[config.mk]
export PLATFORM = sky130hd
export DESIGN_NAME = txblock
export DESIGN_NICKNAME = d
export VERILOG_FILES = /design/src/rtl/txblock_pkg.sv /design/src/rtl/txblock_bit_timer.sv /design/src/rtl/txblock.sv
export SDC_FILE = /design/constraint.sdc
export NUM_CORES = 1
export LEC_CHECK = 0
export BUFFER_PORTS_ARGS = -buffer_cell sky130_fd_sc_hd__clkbuf_2
export CAP_MARGIN = 20
export CORE_MARGIN = 8
export CORE_UTILIZATION = 45
export DETAILED_ROUTE_END_ITERATION = 12
export GPL_TIMING_DRIVEN = 0
export PLACE_DENSITY_LB_ADDON = 0.3
export SYNTH_ARGS = -nofsm -noshare
export SYNTH_HDL_FRONTEND = slang
export SYNTH_HIERARCHICAL = 1
export SYNTH_SLANG_ARGS = --single-unit
[constraint.sdc]
create_clock -name clk16 -period 3.3 [get_ports clk16]
set_input_delay 0.66 -clock clk16 [delete_from_list [all_inputs] [get_ports clk16]]
set_output_delay 0.66 -clock clk16 [all_outputs]
set_load 0.03 [all_outputs]
[src/rtl/txblock_pkg.sv]
// rtl/txblock_pkg.sv - UART state encoding and line constants shared by transmitter and receiver
package txblock_pkg;

  typedef enum logic [2:0] {
    IDLE,
    START,
    DATA,
    PARITY,
    STOP
  } uart_state_e;

  localparam int   OVERSAMPLE_DEF = 16;
  localparam logic LINE_IDLE      = 1'b1;

endpackage

[src/rtl/txblock_bit_timer.sv]
// rtl/txblock_bit_timer.sv - per-bit oversample counter; bit_end marks the last cycle of a bit
module tx_bit_timer
  import txblock_pkg::*;
#(
  parameter int OVERSAMPLE = OVERSAMPLE_DEF
) (
  input  logic clk16,
  input  logic rst_n,
  input  logic run,
  output logic bit_end
);

  localparam int CW = (OVERSAMPLE > 1) ? $clog2(OVERSAMPLE) : 1;
  localparam logic [CW-1:0] LAST = CW'(OVERSAMPLE - 1);

  logic [CW-1:0] sample_cnt;

  // Holding the counter at zero while idle restarts bit timing on every accept.
  always_ff @(posedge clk16 or negedge rst_n) begin
    if (!rst_n) begin
      sample_cnt <= '0;
    end else if (!run || sample_cnt == LAST) begin
      sample_cnt <= '0;
    end else begin
      sample_cnt <= sample_cnt + 1'b1;
    end
  end

  assign bit_end = run && (sample_cnt == LAST);

endmodule

[src/rtl/txblock.sv]
// rtl/txblock.sv - UART transmitter: start, LSB-first data, optional parity, stop bit(s)
module txblock
  import txblock_pkg::*;
#(
  parameter int DATA_BITS  = 8,
  parameter int OVERSAMPLE = OVERSAMPLE_DEF,
  parameter int PARITY_EN  = 0,
  parameter int PARITY_ODD = 0,
  parameter int STOP_BITS  = 1
) (
  input  logic                 clk16,
  input  logic                 rst_n,
  input  logic [DATA_BITS-1:0] para_data_in,
  input  logic                 send_req,
  output logic                 serial_data_out,
  output logic                 tx_busy,
  output logic                 send_done
);

  localparam int BW = $clog2(DATA_BITS + 1);
  localparam logic [BW-1:0] LAST_BIT  = BW'(DATA_BITS - 1);
  localparam logic [BW-1:0] LAST_STOP = BW'(STOP_BITS - 1);

  uart_state_e          state;
  logic [DATA_BITS-1:0] shreg;
  logic                 parity;
  logic [BW-1:0]        bit_cnt;
  logic                 bit_end;

  tx_bit_timer #(.OVERSAMPLE(OVERSAMPLE)) u_timer (
    .clk16   (clk16),
    .rst_n   (rst_n),
    .run     (state != IDLE),
    .bit_end (bit_end)
  );

  // The line level for the next bit is registered on the edge that ends the current one.
  always_ff @(posedge clk16 or negedge rst_n) begin
    if (!rst_n) begin
      state           <= IDLE;
      shreg           <= '0;
      parity          <= 1'b0;
      bit_cnt         <= '0;
      serial_data_out <= LINE_IDLE;
      tx_busy         <= 1'b0;
      send_done       <= 1'b0;
    end else begin
      send_done <= 1'b0;
      case (state)
        IDLE: begin
          serial_data_out <= LINE_IDLE;
          if (send_req) begin
            shreg           <= para_data_in;
            parity          <= (^para_data_in) ^ (PARITY_ODD != 0);
            bit_cnt         <= '0;
            serial_data_out <= 1'b0;
            tx_busy         <= 1'b1;
            state           <= START;
          end
        end
        START: begin
          if (bit_end) begin
            serial_data_out <= shreg[0];
            state           <= DATA;
          end
        end
        DATA: begin
          if (bit_end) begin
            shreg <= shreg >> 1;
            if (bit_cnt == LAST_BIT) begin
              bit_cnt <= '0;
              if (PARITY_EN != 0) begin
                serial_data_out <= parity;
                state           <= PARITY;
              end else begin
                serial_data_out <= LINE_IDLE;
                state           <= STOP;
              end
            end else begin
              bit_cnt         <= bit_cnt + 1'b1;
              serial_data_out <= shreg[1];
            end
          end
        end
        PARITY: begin
          if (bit_end) begin
            serial_data_out <= LINE_IDLE;
            state           <= STOP;
          end
        end
        STOP: begin
          if (bit_end) begin
            if (bit_cnt == LAST_STOP) begin
              bit_cnt   <= '0;
              tx_busy   <= 1'b0;
              send_done <= 1'b1;
              state     <= IDLE;
            end else begin
              bit_cnt <= bit_cnt + 1'b1;
            end
          end
        end
        default: state <= IDLE;
      endcase
    end
  end

endmodule

Word level (Yosys, flattened, before mapping)
Cells that the tools add are included.

word-level totals
  output and inout port bits = 3
  bits in registers = 22
  input bits = 11
  word-level logic and storage cells = 68

cells by class
  reductions and logical operators = 15
  $add $sub $neg = 2
  multiplexer cells = 31
  eq/ne operators = 13

operators by type and width
  kind                                            count
  two-way mux 4 bit                               6
  two-way mux 3 bit                               7
  two-way mux 8 bit                               2
  one-hot mux 8 bit (2 select lines)              1
  one-hot mux 3 bit (5 select lines)              1
  inequality test 2 bit (second input constant)   7
  one-hot mux 4 bit (3 select lines)              1
  AND reduction 4 bit                             3
  two-way mux 1 bit                               11
  adder 4 x 1 -> 4 bit (second input constant)    2
  AND reduction 7 bit                             1
  == test 3 x 2 -> 1 bit (second input constant)  2
  nonzero test 3 bit                              2
  == test 4 x 3 -> 1 bit (second input constant)  1
  == test 4 bit (second input constant)           1
  zero test 4 bit                                 1
  one-hot mux 1 bit (4 select lines)              1
  nonzero test 2 bit                              2
  nonzero test 4 bit                              1
  == test 3 x 1 -> 1 bit (second input constant)  1
  == test 3 bit (second input constant)           1
  zero test 3 bit                                 1
  AND reduction 3 bit                             1
  one-hot mux 1 bit (2 select lines)              1
  other kinds (3)                                 3

Depth between registers and ports, before layout
  depth in word-level cells = 4
  mapped depth = 10
  mapped depth without buffers = 8

Modules after synthesis
The synthesis kept the hierarchy.

modules (own cells, without submodules)
  module        sequential area each (µm²)  times used  area an instance (µm²)  cells each
  txblock       451.7                       1           1068.5                  99
  tx_bit_timer  100.1                       1           173.9                   15

Least setup slack after synthesis
OpenSTA, ideal clock, no wires.

  kind = reg-to-reg
  start point = register state[1]
  end point = register shreg[0]
  required time = 3.172 ns
  period minus slack after synthesis = 1.788 ns
  path slack = 1.512 ns
  data arrival time = 1.660 ns
  setup time = 0.128 ns
  buffers on the path = 2
  stages on the path, launching flop included = 11
  cell sequence = dfrtp_1 -> buf_6 -> nor2_1 -> nand2_1 -> inv_1 -> nor2_1 -> mux2_1 -> nand3_1 -> buf_4 -> nand2_1 -> o21ai_0

between the ends
  cells in the longest elaborated chain, start to end = 4
  elaborated cells between the ends (all ways) = 9
  classes of those cells = eq/ne (3); mux (1); reduce/logical (5)

RTL lines
  item                                    line                     source
  start: declaration                      txblock.sv:24            uart_state_e state;
  start signal: assignment                txblock.sv:40            state <= IDLE;
  start signal: assignment                txblock.sv:58            state <= START;
  start signal: assignment                txblock.sv:64            state <= DATA;
  nonzero test 3 bit                      txblock.sv:33            .run (state != IDLE),
  logical AND 1 bit                       txblock_bit_timer.sv:29  assign bit_end = run && (sample_cnt == LAST);
  net bit_end                             txblock.sv:28            logic bit_end;
  inequality test 2 bit (no source line)  n/a
  AND reduction 3 bit (no source line)    n/a
  end signal: assignment                  txblock.sv:53            shreg <= para_data_in;
  end signal: assignment                  txblock.sv:69            shreg <= shreg >> 1;
  end: declaration                        txblock.sv:25            logic [DATA_BITS-1:0] shreg;

The timed path passes the listed nets, and every way through them passes these cells.
A chain may end at the register's enable or synchronous reset.

Worst setup path after layout
  start point = register state[1]
  end point = register shreg[2]

The elaborated chain is that of the path after synthesis.

==> flow_summary.ini <==
[clock_network]
cts_setup_buffers = 0
tritoncts = done
htree_levels = 1
cts_hold_buf = 0
cts_buffers = 3
cts_buffer_depth = 2
clkSlewWorstSetupHoldPaths_ps = 120
clkLatencyLatePin_ps = 310
clockRootBuffer = clkbuf_4
cts_resized = 0
clock_sinks = 22

[placed_design]
dp_hpwl_um = 1666
portBuffers = 13
dp_cells = 158
dpl_cell_area_mm2 = 0.001346
routabilityCongestion = 0.7975

[synth]
synth.distinct_cells = 41
synth_flop_cell = dfrtp_1
synth_area_mm2 = 0.001242
synth_area_leaders = dfrtp_1 42%, mux2i_1 6.4%, nand2_1 4.5%
postSynthCellCount = 114
synthesis.nets = 128
synth.top_cell.area_share = 0.4230
synth_top_cell_by_area = dfrtp_1
synth.most_common_cell = dfrtp_1
synth-async-reset-ratio = 1.000
synth_edf_count = 0
ys_seq_area_frac = 0.4441
ys_warn_count = 6
ys_ff_latch = 22
ys_top_cells_by_count = 21 x dfrtp_1, 15 x nand2_1, 8 x mux2i_1
avgSynthCellArea_um2 = 10.90

[power_and_ir_drop]
swShare = 0.3614
intPower_w = 0.0005904
p_seq_frac = 0.464
vdd_drop_max_uv = 403.8
p_leak_nw = 0.6236
power_switching_w = 0.0003341
comb_power_share = 0.376
powerDensity_mw_per_mm2 = 668.7
clkPwrFrac = 0.160

[sta]
clock.fmax_mhz = 467.5
finalCritPeriodShare = 0.6481
hold_viol = 0
slew_violations = 0
fin_tns_setup_ps = 0
period_needed_ps = 2139
timing.hold.ws_ps = 308.8
final-setup-viol-count = 0
rsz0062_at_grt = no
slew-limit-headroom = 0.6295
finClkSkew_ps = 2.348
tightest_slew_ps = 553.7

[drt]
via_per_inst = 5.506
wl_per_cell_um = 13.68
vias = 892
wl_um = 2216
antenna_left = 0
firstDrtPassIters = 4
drt_iter0_drc = 53
drc = 0

[global_routing]
antenna_found_initial = 0
track_usage = 0.1047
grt_first_pass_wirelength_um = 3836
grt_pass1_vias = 872
grt_max_degree = 23
grt_overflow_total = 0

[die]
row_count = 19
initial_core_util = 0.4625
die_y_um = 68.55
io_pins = 14
core-area_mm2 = 0.002686
die_w_um = 68.55
dieArea_mm2 = 0.004698

[worst_setup_path]
required_ps = 3500
critPathSlowestCell = nor2_1
crit_type = reg -> reg
r2r_setup_slack_ps = 1160
worstSetupEndpointType = flop
crit_chain = buf_6 > nor2_1 > nand2_1 > inv_1 > nor2_1 > mux2_1 > nand3_1 > buf_4 > nand2_1 > o21ai_0
critical_path_buf_inv_count = 3
cp.arrival_ps = 2340
critPathLaunchType = flop
cpPeakStageDelay_ps = 450
crit_family = simple AND/OR/NAND/NOR gates
crit_path_max_fanout = 10

[cells_and_area]
fin_area_mm2 = 0.001383
nNetsFinal = 146
antennaDiodeCount = 0
fin_util = 0.5147
drive_gt1_frac = 0.2824
syn_to_final_growth_pct = 11.28
fin_cells = 162

[run]
max-cap-violations = 0

[status]
status = finished clean

[worst_hold_path]
hp-class = in -> async
cell type report:
class	count	area [um2]
clock buffer	4	36.28
buffer	5	52.55
inverter	6	22.52
multi-input combinational	81	615.6
fill	262	1304
sequential	22	551.8
timing repair buffer	13	65.06
tap	31	38.79
cell families after synthesis:
kind of cell    after synthesis  synth area share
compound gates               30            0.1793
mux                          10           0.08258
fa+ha+maj                     3           0.03021
simple gates                 36            0.1833
xor+xnor                      2           0.02015
flops                        22            0.4441
buf+inv                      11           0.06042
worst paths after layout:
path / startpoint / end / cells past startpoint
max in group asynchronous: rst_n / serial_data_out / 1
min: rst_n / state[0] / 1
min in group clk16: tx_busy / tx_busy / 1
max reg2reg: state[1] / shreg[2] / 10
max: state[1] / shreg[2] / 10
min reg2reg: tx_busy / tx_busy / 1
layer usage:
layer | up-vias | track usage | share of wire
li1 | 440 | - | -
met1 | 435 | 0.1408 | 0.49
met2 | 13 | 0.1568 | 0.46
met3 | 4 | 0.02908 | 0.039
met4 | 0 | 0.03836 | 0.012
met5 | - | 0 | 0
per-stage QoR:
step                power [W]  setup WS, ps
floorplan           0.0007037          1512
global placement    0.0007656          1239
detailed placement  0.0007842          1192
CTS                 0.0009356          1164
global route        0.0009928         968.5
finish              0.0009245          1161
layout by cell type, fill, tap and decap left out, types with 2 or more instances in the layout:
cell      count
a22o_1        2
a211oi_1      2
clkbuf_4      3
mux2i_1       8
o21ai_0       7
inv_1         6
dfrtp_1      21
o21ai_1       4
ha_1          3
a21o_1        4
a21oi_1       2
nor3b_1       3
nor2_1        5
nand3_1       2
buf_6         4
nand2_1      15
clkbuf_2     13
registers in the layout, summed over array words and instances, names as in the netlist:
name                count
bit_cnt                 4
send_done               1
serial_data_out         1
shreg                   8
state                   3
tx_busy                 1
u_timer/sample_cnt      4
power groups by stage:
stage / logic, W / clock network [W] / registers (W)
floorplan: 0.000257 / 0 / 0.000446
global placement: 0.000336 / 0 / 0.000429
detailed placement: 0.000348 / 0 / 0.000436
CTS: 0.000351 / 0.000155 / 0.000430
global route: 0.000390 / 0.000161 / 0.000443
finish: 0.000347 / 0.000148 / 0.000429
Note: power is estimated with default switching activity, not from simulation.
